## src/rtl/draw_engine.sv

```systemverilog
// rtl/draw_engine.sv - rectangle pixel-sweep engine feeding the VGA adapter write port
module draw_engine #(
    parameter int          SCREEN_W   = 160,
    parameter int          SCREEN_H   = 120,
    parameter int          PADDLE_W   = 4,
    parameter int          PADDLE_H   = 16,
    parameter int          BALL_SIZE  = 4,
    parameter int          L_PADDLE_X = 4,
    parameter int          R_PADDLE_X = 152,
    parameter logic [2:0]  FG_COLOUR  = 3'b111
) (
    input  logic       clk,
    input  logic       reset,
    input  logic       start,
    input  logic [1:0] draw_state,
    input  logic [6:0] l_pad_y,
    input  logic [6:0] r_pad_y,
    input  logic [7:0] ball_x,
    input  logic [6:0] ball_y,
    output logic [7:0] x,
    output logic [6:0] y,
    output logic [2:0] colour,
    output logic       plot,
    output logic       busy,
    output logic       done
);

    typedef enum logic [1:0] {
        S_IDLE  = 2'd0,
        S_SETUP = 2'd1,
        S_DRAW  = 2'd2,
        S_DONE  = 2'd3
    } state_t;

    state_t state_q, state_d;

    logic [1:0] cmd_q, cmd_d;
    logic [6:0] lpy_q, lpy_d;
    logic [6:0] rpy_q, rpy_d;
    logic [7:0] bx_q, bx_d;
    logic [6:0] by_q, by_d;

    logic [7:0] x0_q, x0_d;
    logic [6:0] y0_q, y0_d;
    logic [7:0] w_q, w_d;
    logic [6:0] h_q, h_d;
    logic [2:0] col_q, col_d;
    logic [7:0] cx_q, cx_d;
    logic [6:0] cy_q, cy_d;

    logic [7:0] last_x_q, last_x_d;
    logic [6:0] last_y_q, last_y_d;
    logic [2:0] last_col_q, last_col_d;

    logic [7:0] raw_x0, raw_w;
    logic [6:0] raw_y0, raw_h;
    logic [2:0] raw_col;
    logic [8:0] lim_x, lim_y;
    logic [7:0] clamp_x0;
    logic [6:0] clamp_y0;
    logic [7:0] pix_x;
    logic [6:0] pix_y;
    logic       end_col, end_row;

    // Rectangle selection for the latched command
    always_comb begin
        raw_x0  = 8'd0;
        raw_y0  = 7'd0;
        raw_w   = 8'(SCREEN_W);
        raw_h   = 7'(SCREEN_H);
        raw_col = 3'b000;
        case (cmd_q)
            2'b01: begin
                raw_x0  = 8'(L_PADDLE_X);
                raw_y0  = lpy_q;
                raw_w   = 8'(PADDLE_W);
                raw_h   = 7'(PADDLE_H);
                raw_col = FG_COLOUR;
            end
            2'b11: begin
                raw_x0  = 8'(R_PADDLE_X);
                raw_y0  = rpy_q;
                raw_w   = 8'(PADDLE_W);
                raw_h   = 7'(PADDLE_H);
                raw_col = FG_COLOUR;
            end
            2'b10: begin
                raw_x0  = bx_q;
                raw_y0  = by_q;
                raw_w   = 8'(BALL_SIZE);
                raw_h   = 7'(BALL_SIZE);
                raw_col = FG_COLOUR;
            end
            default: begin
                raw_x0  = 8'd0;
                raw_y0  = 7'd0;
                raw_w   = 8'(SCREEN_W);
                raw_h   = 7'(SCREEN_H);
                raw_col = 3'b000;
            end
        endcase
    end

    // Origins are pulled back so the rectangle always ends on-screen
    always_comb begin
        lim_x    = 9'(SCREEN_W) - {1'b0, raw_w};
        lim_y    = 9'(SCREEN_H) - {2'b00, raw_h};
        clamp_x0 = ({1'b0, raw_x0} > lim_x) ? lim_x[7:0] : raw_x0;
        clamp_y0 = ({2'b00, raw_y0} > lim_y) ? lim_y[6:0] : raw_y0;
    end

    always_comb begin
        pix_x   = x0_q + cx_q;
        pix_y   = y0_q + cy_q;
        end_col = (cx_q == w_q - 8'd1);
        end_row = (cy_q == h_q - 7'd1);
    end

    always_ff @(posedge clk or posedge reset) begin
        if (reset) begin
            state_q <= S_IDLE;
        end else begin
            state_q <= state_d;
        end
    end

    always_comb begin
        state_d = state_q;
        case (state_q)
            S_IDLE:  if (start) state_d = S_SETUP;
            S_SETUP: state_d = S_DRAW;
            S_DRAW:  if (end_col && end_row) state_d = S_DONE;
            S_DONE:  state_d = S_IDLE;
            default: state_d = S_IDLE;
        endcase
    end

    always_comb begin
        plot   = (state_q == S_DRAW);
        busy   = (state_q != S_IDLE);
        done   = (state_q == S_DONE);
        x      = plot ? pix_x : last_x_q;
        y      = plot ? pix_y : last_y_q;
        colour = plot ? col_q : last_col_q;
    end

    always_comb begin
        cmd_d      = cmd_q;
        lpy_d      = lpy_q;
        rpy_d      = rpy_q;
        bx_d       = bx_q;
        by_d       = by_q;
        x0_d       = x0_q;
        y0_d       = y0_q;
        w_d        = w_q;
        h_d        = h_q;
        col_d      = col_q;
        cx_d       = cx_q;
        cy_d       = cy_q;
        last_x_d   = last_x_q;
        last_y_d   = last_y_q;
        last_col_d = last_col_q;
        case (state_q)
            S_IDLE: begin
                if (start) begin
                    cmd_d = draw_state;
                    lpy_d = l_pad_y;
                    rpy_d = r_pad_y;
                    bx_d  = ball_x;
                    by_d  = ball_y;
                end
            end
            S_SETUP: begin
                x0_d  = clamp_x0;
                y0_d  = clamp_y0;
                w_d   = raw_w;
                h_d   = raw_h;
                col_d = raw_col;
                cx_d  = 8'd0;
                cy_d  = 7'd0;
            end
            S_DRAW: begin
                last_x_d   = pix_x;
                last_y_d   = pix_y;
                last_col_d = col_q;
                if (end_col) begin
                    cx_d = 8'd0;
                    cy_d = end_row ? 7'd0 : cy_q + 7'd1;
                end else begin
                    cx_d = cx_q + 8'd1;
                end
            end
            default: ;
        endcase
    end

    always_ff @(posedge clk or posedge reset) begin
        if (reset) begin
            cmd_q      <= 2'b00;
            lpy_q      <= 7'd0;
            rpy_q      <= 7'd0;
            bx_q       <= 8'd0;
            by_q       <= 7'd0;
            x0_q       <= 8'd0;
            y0_q       <= 7'd0;
            w_q        <= 8'd0;
            h_q        <= 7'd0;
            col_q      <= 3'b000;
            cx_q       <= 8'd0;
            cy_q       <= 7'd0;
            last_x_q   <= 8'd0;
            last_y_q   <= 7'd0;
            last_col_q <= 3'b000;
        end else begin
            cmd_q      <= cmd_d;
            lpy_q      <= lpy_d;
            rpy_q      <= rpy_d;
            bx_q       <= bx_d;
            by_q       <= by_d;
            x0_q       <= x0_d;
            y0_q       <= y0_d;
            w_q        <= w_d;
            h_q        <= h_d;
            col_q      <= col_d;
            cx_q       <= cx_d;
            cy_q       <= cy_d;
            last_x_q   <= last_x_d;
            last_y_q   <= last_y_d;
            last_col_q <= last_col_d;
        end
    end

endmodule
```

## config.mk

```make
export PLATFORM = sky130hd
export DESIGN_NAME = draw_engine
export DESIGN_NICKNAME = d
export VERILOG_FILES = /design/src/rtl/draw_engine.sv
export SDC_FILE = /design/constraint.sdc
export NUM_CORES = 1
export LEC_CHECK = 0
export CAP_MARGIN = 25
export CORE_ASPECT_RATIO = 0.8
export CORE_MARGIN = 1.5
export CORE_UTILIZATION = 50
export DETAILED_ROUTE_END_ITERATION = 12
export PLACE_DENSITY = 0.84
export SLEW_MARGIN = 20
export SYNTH_ARGS = -nofsm -noshare
export SYNTH_HDL_FRONTEND = slang
export SYNTH_SLANG_ARGS = --single-unit
```

## constraint.sdc

```tcl
create_clock -name clk -period 2.65 [get_ports clk]
set_input_delay 0.53 -clock clk [delete_from_list [all_inputs] [get_ports clk]]
set_output_delay 0.53 -clock clk [all_outputs]
set_load 0.05 [all_outputs]
```

-- Word-level counts from Yosys, hierarchy flattened
Index checks and enable logic that the tools add are counted.
- $add $sub $neg: 8
- order comparisons: 2
- equal/unequal tests: 11
- multiplexer cells: 18
- reduce and logical (&&, ||, !) cells: 9
- operators with widths (cell ; number):
    8-bit 2-to-1 mux ; 4
    7-bit 2-to-1 mux ; 4
    7-bit one-hot mux with 2 select lines ; 2
    8-bit one-hot mux with 3 select lines ; 1
    7-bit one-hot mux with 3 select lines ; 1
    8-bit one-hot mux with 2 select lines ; 1
    7-bit by 9-bit greater-than comparator with 1-bit output ; 1
    8-bit by 9-bit greater-than comparator with 1-bit output ; 1
    8-bit by 8-bit subtractor with 9-bit output, first input constant ; 1
    8-bit by 1-bit adder with 8-bit output, second input constant ; 1
    8-bit adder ; 1
    2-bit == test, second input constant ; 4
    8-bit == test ; 1
    2-bit one-hot mux with 4 select lines ; 1
    7-bit by 7-bit subtractor with 8-bit output, first input constant ; 1
    8-bit by 1-bit subtractor with 8-bit output, second input constant ; 1
    7-bit by 1-bit adder with 7-bit output, second input constant ; 1
    7-bit adder ; 1
    7-bit == test ; 1
    7-bit by 1-bit subtractor with 7-bit output, second input constant ; 1
    3-bit 2-to-1 mux ; 2
    2-bit AND reduction ; 3
    2-bit by 1-bit == test with 1-bit output, second input constant ; 2
    2-bit 2-to-1 mux ; 2
    other kinds (7) ; 9
- flip-flop bits (word level): 99
- bits of input ports: 34
- logic and storage cells: 64

-- Longest topological paths before layout
Gate-level depths: netlist of run 1.
- depth after elaboration: 6
- mapped depth: 11
- gate-level depth less buffers: 9

-- Least setup slack after synthesis of run 1
No wires, ideal clock.
- path type: reg2out
- from: register state_q[0]
- to: output x[1]
- arrival time: 2.648 ns
- required time: 2.120 ns
- setup slack: -0.528 ns
- stages on the path, launching flop included: 7
- cells stage by stage: dfrtp_1 > inv_1 > ha_1 > clkbuf_1 > inv_1 > clkbuf_1 > o21ai_0
- cells in the longest elaborated chain, start to end: 2
- ends and longest elaborated chain (item ; RTL line ; RTL):
    start, declared ; 35 ; state_t state_q, state_d;
    start signal, assigned ; 123 ; state_q <= state_d;
    2-bit == test ; 139 ; plot = (state_q == S_DRAW);
    named net plot ; 23 ; output logic plot,
    8-bit 2-to-1 mux ; - ;
    end, declared ; 20 ; output logic [7:0] x,
The timed path passes the listed nets, and every way through them passes these cells.

-- Final worst setup path of run 1
- from: register x0_q[0]
- to: output x[6]
- cells in the longest elaborated chain, start to end: 2
- ends and longest elaborated chain (item ; RTL line ; RTL):
    start, declared ; 43 ; logic [7:0] x0_q, x0_d;
    start signal, assigned ; 204 ; x0_q <= 8'd0;
    start signal, assigned ; 220 ; x0_q <= x0_d;
    8-bit adder ; 113 ; pix_x = x0_q + cx_q;
    8-bit 2-to-1 mux ; - ;
Every way passes these cells.

==> results of run 1 <==
## registers in the layout (all words and copies together), names as in the netlist
signal and flops:
last_x_q 8, bx_q 8, x0_q 8, last_col_q 3, y0_q 7, last_y_q 7, cmd_q 2, cy_q 7
w_q 1, rpy_q 7, lpy_q 7, cx_q 8, state_q 2, col_q 1, by_q 7, h_q 2
## through the flow
stage / TNS (ps) / hold WS (ps) / setup WS, ps / std cells
after detailed placement: -49.0 / 491 / -40.0 / 601
after global routing: -1540 / 521 / -356 / 632
final: -656 / 502 / -261 / 632
after CTS: -288 / 506 / -192 / 626
after floorplan: -572 / 472 / -145 / 432
after global placement: 0 / 485 / 68.8 / 601
## per-layer routing
metal	GRT usage	wire length, microns	vias to the layer above
met5	0	0	-
met4	0.0817	212	0
li1	-	-	1668
met1	0.291	4790	1759
met2	0.403	5420	106
met3	0.0488	505	26
## cells by family (layout without fill, tap and decap cells)
group | after synthesis | count (layout)
DFF | 85 | 85
buffers and inverters | 51 | 136
xor gates and xnor gates | 27 | 27
adders and majority gates | 34 | 34
muxes | 55 | 55
AOI/OAI and AO/OA | 90 | 90
and+or+nand+nor | 90 | 90
## how the worst min path moves through the flow
stage	slack [ps]	cells after the start	start	end
after global placement	490	1	lpy_q[1]	lpy_q[1]
after floorplan	470	1	lpy_q[1]	lpy_q[1]
final	500	1	last_x_q[5]	last_x_q[5]
after detailed placement	490	1	last_x_q[0]	last_x_q[0]
after CTS	510	1	last_x_q[5]	last_x_q[5]
after global routing	520	1	last_y_q[0]	last_y_q[0]
## power breakdown
part	internal, uW	leakage [uW]	total [uW]	switching [uW]
logic	2300	0.00153	5000	2700
clock network	915	0.000154	1430	514
registers	1830	0.00105	2180	348
## synth_stat cells (3+ instances only)
master / instances
a21o_1: 5
a21oi_1: 24
a22o_1: 5
clkbuf_1: 15
dfrtp_1: 85
ha_1: 32
inv_1: 31
mux2_2: 48
mux2i_1: 4
nand2_1: 30
nand2b_1: 4
nand3_1: 11
nand4_1: 3
nor2_1: 19
nor2b_1: 7
nor3_1: 3
o21a_1: 5
o21ai_0: 23
o22ai_1: 8
or3_1: 3
xnor2_1: 16
xor2_1: 11
## cell type report
class	instances	area share
inverters	31	0.0196
multi-input cells	296	0.399
flip-flops and latches	85	0.347
repair buffers	90	0.156
clock inverters	6	0.0183
clock buffers	9	0.0367
well taps	115	0.0234
## critical path: cells and delay by family (launching register included)
kind | cells | cell delay [ps]
AOI/OAI and AO/OA | 2 | 160
buffers and inverters | 2 | 200
DFF | 1 | 390
and+or+nand+nor | 4 | 820
adders and majority gates | 2 | 480
## what timing repair did
item	4_1_cts	5_1_grt
pin swaps	15	6
endpoints found under the setup margin	10	12
setup buffers	11	7
resized for setup	18	8
==> impl_metrics.json, run 1 <==
{
  "status": "finished, violations left",
  "violations": "negative setup slack",
  "drive_gt1_frac": 0.294,
  "routabilityCongestion": 0.901,
  "clock-sinks": 85,
  "viasPerCell": 5.63,
  "synth-simple-area-share": 0.0960,
  "start_util": 0.515,
  "holdBufCountCts": 0,
  "ys_ff_latch": 85,
  "setup_ws_ps": -261,
  "synth_fp_nets": 500,
  "antenna_found_initial": 0,
  "grt_pass1_vias": 3719,
  "rrSetupSlack_ps": 110,
  "synthMuxAreaShare": 0.133,
  "synthTopCellsByArea": "dfrtp_1 45%, mux2_2 12%, ha_1 8.6%",
  "syn_area_per_cell_sq_um": 10.8,
  "clk_pin_slew_ps": 60,
  "drc": 0,
  "die_w_microns": 111,
  "max_freq_mhz": 344,
  "p_leak_uw": 0.00274,
  "p_total_uw": 8610,
  "seqCellArea_sq_mm": 0.00213,
  "dr.pass1.iters": 4,
  "yosysWarnings": 0,
  "synth_top_family_by_area": "multiplexers",
  "rsz0062_at_grt": "yes",
  "syn_area_sq_mm": 0.00468,
  "grt_first_pass_wirelength_microns": 18100,
  "synth-compound-area-share": 0.127,
  "coreArea_sq_mm": 0.00908,
  "finalHoldViolCount": 0,
  "ys_seq_area_frac": 0.455,
  "fin_area_sq_mm": 0.00614,
  "antenna_cells": 0,
  "cp-end-kind": "output port",
  "cap_violations": 0,
  "slowest_delay_ps": 390,
  "nets": 581,
  "ctsLongestPathBuffers": 2,
  "synth_fa_ha_area_frac": 0.0941,
  "dp_hpwl_microns": 7340,
  "synth_edf_count": 0,
  "die-area_sq_mm": 0.00995,
  "grt_usage": 0.231,
  "ant_nets": 0,
  "cts_tree": "built",
  "tightest_slew_ps": 646,
  "yosysUniqueCellTypes": 54,
  "synth_xor_area_frac": 0.0505,
  "synth_top_area_cell": "dfrtp_1",
  "drt_iter0_drc": 201,
  "worst-endpoint-required_ps": 2120,
  "synthFlopType": "dfrtp_1",
  "final_cell_mix": "83 x dfrtp_1, 44 x mux2_2, 38 x buf_4",
  "multi_input_area_sq_mm": 0.00245,
  "min_period_over_period": 1.10,
  "reg2reg_from": "cmd_q[0]",
  "grt_max_degree": 32,
  "root_buffer": "clkbuf_16",
  "io_buffer_count": 54,
  "start_kind": "register",
  "insertion_delay_ps": 340,
  "crit_end": "x[6]",
  "path_class": "register to output port",
  "power_density_mw_per_mm2": 1400,
  "slew_headroom": 0.570,
  "crit_start": "x0_q[0]",
  "wl_per_cell_microns": 17.3,
  "arrival_ps": 2380,
  "crit_chain": "ha_4 -> inv_2 -> fa_2 -> nor2b_1 -> o21ai_1 -> nand2b_1 -> a21oi_2 -> and4b_1 -> or3_4 -> buf_12",
  "rr_endpoint": "y0_q[2]",
  "hold_path.class": "register to register",
  "area_delta_synth_final_pct": 31.3,
  "synthCells": 432,
  "grt_overflow": 0,
  "fill_cells": 656,
  "cts_buffers": 9,
  "row_count": 31,
  "io-pin-count": 55,
  "r2r.worst_path.cells": 9,
  "fin_crit_ps": 2910,
  "wl_microns": 10900,
  "synth.top_cell.area_share": 0.455,
  "htreeDepth": 3,
  "die_y_microns": 89.5,
  "finalClockSkew_ps": 4.84,
  "layout_commonest_cell": "dfrtp_1",
  "dr_total_vias": 3559,
  "placed_area_sq_mm": 0.00560,
  "finalMaxSlewViolations": 0,
  "ir_drop_mv": 1.13,
  "cp_max_fo": 2,
  "cp_slowest_cell": "dfrtp_1",
  "synthArstFlopShare": 1.00,
  "report.final.setup_viol": 6,
  "utilization": 0.677
}
No activity file was read; power rests on OpenSTA's default activity.
==> run 2: changes to the inputs <==
--- a/config.mk
+++ b/config.mk
@@ -7,10 +7,11 @@
 export LEC_CHECK = 0
 export CAP_MARGIN = 25
 export CORE_ASPECT_RATIO = 0.8
-export CORE_MARGIN = 1.5
+export CORE_MARGIN = 2
 export CORE_UTILIZATION = 50
 export DETAILED_ROUTE_END_ITERATION = 12
-export PLACE_DENSITY = 0.84
+export PLACE_DENSITY = 0.76
+export RECOVER_POWER = 50
 export SLEW_MARGIN = 20
 export SYNTH_ARGS = -nofsm -noshare
 export SYNTH_HDL_FRONTEND = slang
==> impl_metrics.json, run 2 (synthesis results as in run 1) <==
{
  "routabilityCongestion": 0.869,
  "min_from": "last_y_q[0]",
  "multi_input_area_sq_mm": 0.00245,
  "fin_crit_ps": 2840,
  "hold_slack_ps": 489,
  "io_buffer_count": 54,
  "grt_overflow": 0,
  "max_freq_mhz": 352,
  "min_period_over_period": 1.07,
  "wl_per_cell_microns": 16.4,
  "dp_hpwl_microns": 7440,
  "met1_usage": 0.288,
  "cts_tree": "built",
  "dp_cells": 599,
  "grt_pass1_vias": 3598,
  "grt_busiest_layer": "met2",
  "power_density_mw_per_mm2": 1380,
  "antenna_found_initial": 0,
  "drive_gt1_frac": 0.285,
  "placed_area_sq_mm": 0.00558,
  "ir_drop_mv": 1.37,
  "seqCellArea_sq_mm": 0.00213,
  "rsz0062_at_grt": "yes",
  "die_w_microns": 112,
  "cap_violations": 0,
  "start_util": 0.515,
  "start_kind": "register",
  "path_class": "register to output port",
  "fin_area_sq_mm": 0.00610,
  "drc": 0,
  "insertion_delay_ps": 340,
  "hold_path.class": "register to register",
  "reg2reg_from": "cmd_q[0]",
  "finalHoldViolCount": 0,
  "grt_use_met2": 0.345,
  "grt_max_degree": 40,
  "wl_microns": 10400,
  "dp_slack_ps": 13.8,
  "arrival_ps": 2310,
  "grt_use_met3": 0.0503,
  "layout.cells.non_filler": 631,
  "setup_ws_ps": -194,
  "finalMaxSlewViolations": 0,
  "status": "finished, violations left",
  "area_delta_synth_final_pct": 30.3,
  "htreeDepth": 3,
  "die-area_sq_mm": 0.0102,
  "layout_commonest_cell": "dfrtp_1",
  "grt_usage": 0.215,
  "root_buffer": "clkbuf_16",
  "io-pin-count": 55,
  "cp-end-kind": "output port",
  "p_leak_uw": 0.00271,
  "report.final.setup_viol": 7,
  "antenna_cells": 0,
  "grt_first_pass_wirelength_microns": 17500,
  "worst-endpoint-required_ps": 2120,
  "cts_buffers": 9,
  "final_cell_mix": "83 x dfrtp_1, 42 x mux2_2, 34 x clkdlybuf4s50_1",
  "viasPerCell": 5.50,
  "tightest_slew_ps": 1070,
  "ant_nets": 0,
  "nets": 579,
  "cp_max_fo": 2,
  "crit_start": "x0_q[0]",
  "slew_headroom": 0.283,
  "drt_iter0_drc": 125,
  "clock-sinks": 85,
  "row_count": 31,
  "utilization": 0.672,
  "violations": "negative setup slack",
  "fill_cells": 709,
  "ctsLongestPathBuffers": 2,
  "finalClockSkew_ps": 3.92,
  "clk_pin_slew_ps": 60,
  "coreArea_sq_mm": 0.00908,
  "dr_total_vias": 3469,
  "die_y_microns": 90.5,
  "dr.pass1.iters": 4
}
run 2: repair_timing:
| item | 4_1_cts | 5_1_grt |
|---|---|---|
| gates resized for setup | 24 | 11 |
| hold buffers | 0 | 0 |
| pin swaps | 15 | 9 |
| setup buffers | 10 | 7 |
| endpoints found under the setup margin | 7 | 12 |
run 2: stage by stage:
| step | setup TNS, ps | power, uW |
|---|---|---|
| floorplan | -572 | 5270 |
| global placement | 0 | 6730 |
| detailed placement | 0 | 6880 |
| CTS | -704 | 8370 |
| global route | -1450 | 8960 |
| finish | -610 | 8420 |
run 2: final timing paths:
| check | end | slack [ps] | cells after the start |
|---|---|---|---|
| worst max-delay path | x[6] | -190 | 10 |
| worst min-delay path | last_y_q[0] | 490 | 1 |
| worst max register to register | y0_q[2] | 100 | 9 |
| worst min register to register | last_y_q[0] | 490 | 1 |
| max in group asynchronous | cy_q[2] | 600 | 3 |
| min in group asynchronous | rpy_q[6] | 690 | 2 |
run 2: area by class of cell:
class,count,area share
clock buffers,10,0.0376
clock inverters,6,0.0144
inverters,31,0.0193
multi-input cells,296,0.402
flip-flops and latches,85,0.349
well taps,115,0.0236
repair buffers,88,0.154
run 2: worst max-delay path: stages, from the launching register on:
cell and delay (ps):
dfrtp_1 400, ha_4 160, inv_2 40, fa_2 340, nor2b_1 130, o21ai_1 60, nand2b_1 100, a21oi_2 70
and4b_1 180, or3_4 340, buf_12 160
run 2: routing by layer:
| metal | part of all wire | up-vias |
|---|---|---|
| met4 | 0.014 | 0 |
| li1 | - | 1675 |
| met3 | 0.037 | 12 |
| met5 | 0 | - |
| met2 | 0.48 | 82 |
| met1 | 0.47 | 1700 |
run 2: power breakdown:
group	internal [uW]	total, uW	switching (uW)
registers	1830	2170	340
logic	2300	4910	2610
clock network	824	1340	518
